[config.mk]
export PLATFORM = sky130hd
export DESIGN_NAME = adc_capture_framer
export DESIGN_NICKNAME = d
export VERILOG_FILES = /design/src/rtl/adc_capture_pkg.sv /design/src/rtl/adc_capture_fifo.sv /design/src/rtl/adc_capture_framer.sv
export SDC_FILE = /design/constraint.sdc
export NUM_CORES = 1
export LEC_CHECK = 0
export ABC_AREA = 1
export CORE_UTILIZATION = 57
export CTS_BUF_LIST = sky130_fd_sc_hd__clkbuf_2 sky130_fd_sc_hd__clkbuf_4 sky130_fd_sc_hd__clkbuf_8
export DETAILED_ROUTE_END_ITERATION = 6
export PLACE_DENSITY = 0.76
export SYNTH_ARGS = -nofsm -noshare
export SYNTH_HDL_FRONTEND = slang
export SYNTH_SLANG_ARGS = --single-unit
[constraint.sdc]
create_clock -name aclk -period 3.1 [get_ports aclk]
set_input_delay 0.62 -clock aclk [delete_from_list [all_inputs] [get_ports aclk]]
set_output_delay 0.62 -clock aclk [all_outputs]
set_load 0.01 [all_outputs]
[src/rtl/adc_capture_pkg.sv]
// Shared types and helpers for the ADC capture framer: FSM state encoding, drop-counter width
// and the per-channel lane formatter.
package adc_capture_pkg;

  typedef enum logic [1:0] {IDLE, CAPTURE, DRAIN} cap_state_t;

  localparam int unsigned DROP_W     = 16;
  localparam int unsigned MAX_LANE_W = 256;

  // Widen a right-aligned sample of sample_w bits to a lane; callers truncate to their LANE_W.
  function automatic logic [MAX_LANE_W-1:0] fmt_lane(input logic [MAX_LANE_W-1:0] sample,
                                                      input int unsigned sample_w,
                                                      input bit sign_ext);
    logic [MAX_LANE_W-1:0] lane;
    logic                  msb;
    msb  = 1'b0;
    lane = '0;
    for (int i = 0; i < MAX_LANE_W; i++) begin
      if (i == int'(sample_w) - 1) msb = sample[i];
    end
    for (int i = 0; i < MAX_LANE_W; i++) begin
      if (i < int'(sample_w)) lane[i] = sample[i];
      else                    lane[i] = sign_ext & msb;
    end
    return lane;
  endfunction

endpackage

[src/rtl/adc_capture_fifo.sv]
// First-word-fall-through beat FIFO with wrap-bit pointers; read data is forced to zero when
// empty so the stream bus idles at 0.
module adc_capture_fifo #(
  parameter int unsigned WIDTH = 8,
  parameter int unsigned DEPTH = 16
) (
  input  logic             clk,
  input  logic             rst_n,
  input  logic             push,
  input  logic [WIDTH-1:0] wdata,
  input  logic             pop,
  output logic [WIDTH-1:0] rdata,
  output logic             full,
  output logic             empty
);

  localparam int unsigned AW = $clog2(DEPTH);

  logic [AW:0]      wr_ptr_q;
  logic [AW:0]      rd_ptr_q;
  logic [WIDTH-1:0] mem_q [DEPTH];

  assign empty = (wr_ptr_q == rd_ptr_q);
  assign full  = (wr_ptr_q[AW] != rd_ptr_q[AW]) && (wr_ptr_q[AW-1:0] == rd_ptr_q[AW-1:0]);
  assign rdata = empty ? '0 : mem_q[rd_ptr_q[AW-1:0]];

  always_ff @(posedge clk or negedge rst_n) begin
    if (!rst_n) begin
      wr_ptr_q <= '0;
      rd_ptr_q <= '0;
    end else begin
      if (push && !full) wr_ptr_q <= wr_ptr_q + (AW+1)'(1);
      if (pop && !empty) rd_ptr_q <= rd_ptr_q + (AW+1)'(1);
    end
  end

  always_ff @(posedge clk) begin
    if (push && !full) mem_q[wr_ptr_q[AW-1:0]] <= wdata;
  end

endmodule

[src/rtl/adc_capture_framer.sv]
// Triggered N-sample frame capture from parallel ADC samples into an AXI4-Stream with tlast,
// FIFO backpressure, drop accounting and per-channel out-of-range status.
module adc_capture_framer
  import adc_capture_pkg::*;
#(
  parameter int unsigned NUM_CH     = 2,
  parameter int unsigned SAMPLE_W   = 14,
  parameter int unsigned LANE_W     = 64,
  parameter int unsigned SIGN_EXT   = 0,
  parameter int unsigned FIFO_DEPTH = 16,
  parameter int unsigned CNT_W      = 32
) (
  input  logic                       aclk,
  input  logic                       aresetn,
  input  logic                       s_sample_valid,
  input  logic [NUM_CH*SAMPLE_W-1:0] s_sample_data,
  input  logic [NUM_CH-1:0]          s_sample_or,
  input  logic [CNT_W-1:0]           sample_count,
  input  logic                       start_trigger,
  output logic                       start_trigger_ack,
  output logic                       busy,
  output logic                       overflow,
  output logic [DROP_W-1:0]          drop_count,
  output logic [NUM_CH-1:0]          or_sticky,
  output logic [NUM_CH*LANE_W-1:0]   m_axis_tdata,
  output logic                       m_axis_tvalid,
  input  logic                       m_axis_tready,
  output logic                       m_axis_tlast
);

  localparam int unsigned DATA_W = NUM_CH * LANE_W;

  cap_state_t           state_q;
  logic [CNT_W-1:0]     remaining_q;
  logic                 ack_q;
  logic                 overflow_q;
  logic [DROP_W-1:0]    drop_count_q;
  logic [NUM_CH-1:0]    or_sticky_q;

  logic                 fifo_full;
  logic                 fifo_empty;
  logic                 push;
  logic                 drop;
  logic                 pop;
  logic                 beat_last;
  logic                 head_last;
  logic [DATA_W-1:0]    beat_data;
  logic [DATA_W-1:0]    head_data;

  for (genvar k = 0; k < NUM_CH; k++) begin : g_lane
    assign beat_data[k*LANE_W +: LANE_W] =
        LANE_W'(fmt_lane(MAX_LANE_W'(s_sample_data[k*SAMPLE_W +: SAMPLE_W]), SAMPLE_W,
                         SIGN_EXT != 0));
  end

  // Full is sampled before this cycle's pop, so a freeing pop never rescues a sample.
  assign push      = (state_q == CAPTURE) && s_sample_valid && !fifo_full;
  assign drop      = (state_q == CAPTURE) && s_sample_valid && fifo_full;
  assign beat_last = (remaining_q == CNT_W'(1));
  assign pop       = m_axis_tvalid && m_axis_tready;

  adc_capture_fifo #(
    .WIDTH (DATA_W + 1),
    .DEPTH (FIFO_DEPTH)
  ) u_fifo (
    .clk   (aclk),
    .rst_n (aresetn),
    .push  (push),
    .wdata ({beat_last, beat_data}),
    .pop   (pop),
    .rdata ({head_last, head_data}),
    .full  (fifo_full),
    .empty (fifo_empty)
  );

  always_ff @(posedge aclk or negedge aresetn) begin
    if (!aresetn) begin
      state_q      <= IDLE;
      remaining_q  <= '0;
      ack_q        <= 1'b0;
      overflow_q   <= 1'b0;
      drop_count_q <= '0;
      or_sticky_q  <= '0;
    end else begin
      ack_q <= 1'b0;
      unique case (state_q)
        IDLE: begin
          if (start_trigger) begin
            ack_q        <= 1'b1;
            remaining_q  <= sample_count;
            overflow_q   <= 1'b0;
            drop_count_q <= '0;
            or_sticky_q  <= '0;
            if (sample_count != '0) state_q <= CAPTURE;
          end
        end
        CAPTURE: begin
          if (push) begin
            remaining_q <= remaining_q - CNT_W'(1);
            or_sticky_q <= or_sticky_q | s_sample_or;
            if (beat_last) state_q <= DRAIN;
          end else if (drop) begin
            overflow_q <= 1'b1;
            if (drop_count_q != '1) drop_count_q <= drop_count_q + DROP_W'(1);
          end
        end
        DRAIN: begin
          if (pop && head_last) state_q <= IDLE;
        end
        default: state_q <= IDLE;
      endcase
    end
  end

  assign start_trigger_ack = ack_q;
  assign busy              = (state_q != IDLE);
  assign overflow          = overflow_q;
  assign drop_count        = drop_count_q;
  assign or_sticky         = or_sticky_q;
  assign m_axis_tvalid     = !fifo_empty;
  assign m_axis_tdata      = head_data;
  assign m_axis_tlast      = head_last;

endmodule

==> qor.csv <==
stage,metric,value,unit
global_routing,grt.busiest_layer,met2,
yosys,yosys.area.top_type,edfxtp_1,
critical_path,r2r_start,u_fifo.rd_ptr_q[0],
power,leakage,10.9,nW
timing,fin_worst_skew,52.1,ps
timing,finalCriticalPeriod,3280,ps
critical_path,crit_family,buffers and inverters,
clock_tree,root_buffer,clkbuf_8,
yosys,synth_top_family_by_area,simple AND/OR/NAND/NOR gates,
layout,syn_to_final_growth,23.1,%
placed_design,dp_hpwl,35.4,mm
yosys,synth_seq_area_share,65.9,%
timing,report.final.slew_viol_count,0,
timing,fin_hold_ws,145,ps
yosys,synth_cell_types,36,
layout,stdcell_area,29000,µm²
timing,worst_slew_pin_slew,1070,ps
power,fin_total_pwr,28.3,mW
clock_tree,cts_max_level,3,
routing,drt_iter0_markers,2126,
worst_hold_path,hold_path.class,in2async,
placed_design,place_area,25400,µm²
routing,drcViolationCount,0,
yosys,synth.avg_cell_area,10.6,µm²
yosys,yosys-mux-area-fraction,0,%
global_routing,grt_pass1_vias,17400,
timing,hold_viol,0,
yosys,yosys.area_share.adder,0.425,%
global_routing,met2_usage,51.2,%
routing,drt_first_pass_iters,6,
power,clockPowerShare,21.4,%
critical_path,critical_path_class,reg2out,
die,die_area,42200,µm²
routing,detail-route-antenna-nets,0,
power,seqPwrFrac,32.2,%
global_routing,grt_pass1_wl,98.3,mm
critical_path,path_cells,inv_8 > buf_12 > buf_16 > buf_12 > buf_16 > nor2_4 > o211ai_1 > nand3_1 > a21oi_4 > buf_2,
job,max_cap_viol_count,0,
timing,relSlewSlack,28.3,%
routing,num_vias,18400,
global_routing,met3_usage,6.37,%
run_status,violations,setup timing,
power,power_switching_share,39.0,%
clock_tree,ctsLongestPathBuffers,3,
yosys,synth_top_area_share,59.1,%
clock_tree,tritoncts,built,
yosys,yosysWarnings,0,
critical_path,cp-end-kind,primary output,
placed_design,gp_congestion,0.969,
timing,finalWorstSetupSlack,-179,ps
timing,fmax,305,MHz
die,coreArea,40800,µm²
global_routing,gr-total-overflow,0,
die,num_rows,74,
yosys,synth-xor-area-share,0.669,%
power,power.internal,17.2,mW
die,initial_core_util,57.7,%
die,die_h,205,µm
clock_tree,clk_latency,690,ps
yosys,synth_compound_area_share,9.75,%
run_status,status,finished with violations,
layout,insertedDiodeCount,0,
global_routing,grt_use_met1,39.6,%
critical_path,worstPathMaxFanout,6,
timing,fin_setup_tns,-1290,ps
clock_tree,numCtsBuffers,86,
routing,vias_per_cell,6.00,
critical_path,r2r_slack,500,ps
power,powerDensity,975,nW/µm²
yosys,synth_cells,2228,
critical_path,start_kind,flip-flop,
critical_path,path_buf_inv,6,
yosys,ys_ff_latch,528,
global_routing,grt_max_degree,92,
routing,routedWlPerCell,22.4,µm
die,io_pins,218,
die,die_w,205,µm
critical_path,r2r-end,u_fifo.mem_q[3][26],
layout,nets,2541,
global_routing,grtUsageTotal,31.3,%
critical_path,required,2480,ps
global_routing,antenna_found_initial,0,
yosys,synth_area,23600,µm²
layout,drive_above_1_share,17.7,%
clock_tree,clk_pin_slew_worst_paths,70,ps
power,ir_drop,0.000659,V
placed_design,placement.io_buffers,117,
clock_tree,cts.sinks,528,
routing,routed_wl,68.7,mm
yosys,synthTopCellsByArea,"edfxtp_1 59%, nor2_1 6.9%, dfrtp_1 6.8%, nand2_1 5.8%, o21ai_0 5.3%",
power,p_comb_share,46.3,%
critical_path,cp.arrival,2660,ps
power,power.switching,11.0,mW
timing,rsz0062_at_grt,true,
timing,post-route-period-util,106,%
critical_path,crit_path_max_incr_delay,540,ps
timing,setup_violations,19,
critical_path,crit_path_top_delay_cell,dfrtp_4,
yosys,synth-simple-area-share,16.2,%
critical_path,rr_worst_depth,12,
[worst max-delay path by stage]
stage,endpoint,startpoint,slack [ps],cells past startpoint
2_1_floorplan,u_fifo.mem_q[11][0],s_sample_valid,250,6
3_3_place_gp,m_axis_tdata[75],u_fifo.rd_ptr_q[0],210,10
3_5_place_dp,m_axis_tdata[68],u_fifo.rd_ptr_q[0],160,9
4_1_cts,m_axis_tdata[77],u_fifo.rd_ptr_q[0],-60,9
5_1_grt,m_axis_tdata[13],u_fifo.rd_ptr_q[0],-260,10
6_report,m_axis_tdata[13],u_fifo.rd_ptr_q[0],-180,10
[cells in the final DEF, fill, tap and decap left out, types with 7 or more instances in the layout]
cell / count
edfxtp_1: 464
nor2_1: 388
nand2_1: 355
o21ai_0: 199
conb_1: 100
clkbuf_8: 92
nand3_1: 89
inv_1: 87
clkdlybuf4s50_1: 86
dfrtp_1: 62
o211ai_1: 59
buf_4: 59
o22ai_1: 51
o21ai_1: 47
nand4_1: 33
clkbuf_4: 33
buf_12: 31
buf_16: 27
nor2_4: 26
nor2_2: 24
buf_2: 22
a21oi_2: 20
buf_6: 15
inv_2: 14
xor2_1: 14
a21oi_1: 13
clkbuf_16: 12
o21ai_2: 11
clkinv_1: 11
clkinv_2: 10
a21oi_4: 8
ha_1: 8
nand2_2: 7
[routing by layer]
layer	vias up	part of all wire, %
met5	-	0
met4	0	5.1
met3	271	10
met2	1259	48
met1	8802	37
li1	8052	-
[synthesized netlist by cell type]
cell	count
inv_2	6
xnor2_1	4
clkbuf_1	60
nand3_1	90
inv_4	1
nor2_4	1
buf_6	2
buf_4	110
conb_1	1
a21oi_1	41
o211ai_1	59
nand3b_1	3
a41oi_1	1
and3_1	1
nor3_1	6
nand4_1	33
nand3_2	2
buf_2	29
o21ai_1	10
inv_1	96
nand2_2	1
nor2_1	432
and2_1	1
nand2_4	2
clkinv_2	1
nand2_1	362
xor2_1	14
o21ai_0	248
nor2_2	5
edfxtp_1	464
nand3_4	1
ha_1	8
buf_1	11
dfrtp_1	64
or2_2	2
o22ai_1	56
[cell families (layout without fill, tap and decap cells)]
| group | after synthesis | count (layout) |
|---|---|---|
| other | 1 | 100 |
| flip-flops | 528 | 528 |
| buffers and inverters | 316 | 519 |
| AO/OA/AOI/OAI | 415 | 415 |
| AND/OR/NAND/NOR | 942 | 942 |
| adder cells (fa/ha/maj) | 8 | 8 |
| XOR/XNOR | 18 | 18 |
[registers in the layout, summed over array words and instances, names as in the netlist]
name / count
drop_count: 16
remaining_q: 32
start_trigger_ack: 1
overflow: 1
u_fifo.mem_q: 464
u_fifo.rd_ptr_q: 5
state_q: 2
or_sticky: 2
u_fifo.wr_ptr_q: 5
[what timing repair did]
action | 4_1_cts | 5_1_grt
gates resized for setup | 228 | 117
hold buffers | 0 | 0
setup buffers | 24 | 17
gates cloned | 25 | 13
endpoints found under the setup margin | 29 | 30
pin swaps | 46 | 92
[through the flow]
stage                     util, %  setup WS, ps  instances
after global placement       62.3           207       2835
after global routing         71.1          -262       3062
after floorplan                 -           248       2327
final                        71.1          -179       3062
after detailed placement     62.3           156       2835
after CTS                    69.5         -63.2       3036
[power groups by stage]
stage	Combinational [mW]	Sequential, mW	Clock (mW)
after CTS	11.7	9.07	6.06
after floorplan	5.93	9.10	0
final	13.1	9.12	6.06
after global routing	13.9	9.18	6.40
after global placement	9.34	9.17	0
after detailed placement	9.55	9.21	0
[cell type report]
cell class | instances | area (µm²)
Timing Repair Buffer | 263 | 3430
Multi-Input combinational cell | 1483 | 7270
Inverter | 104 | 402
Fill cell | 2718 | 11800
Clock buffer | 125 | 1510
Tap cell | 532 | 666
Sequential cell | 528 | 15500
Clock inverter | 27 | 196
Power figures use the tool's default switching activity.
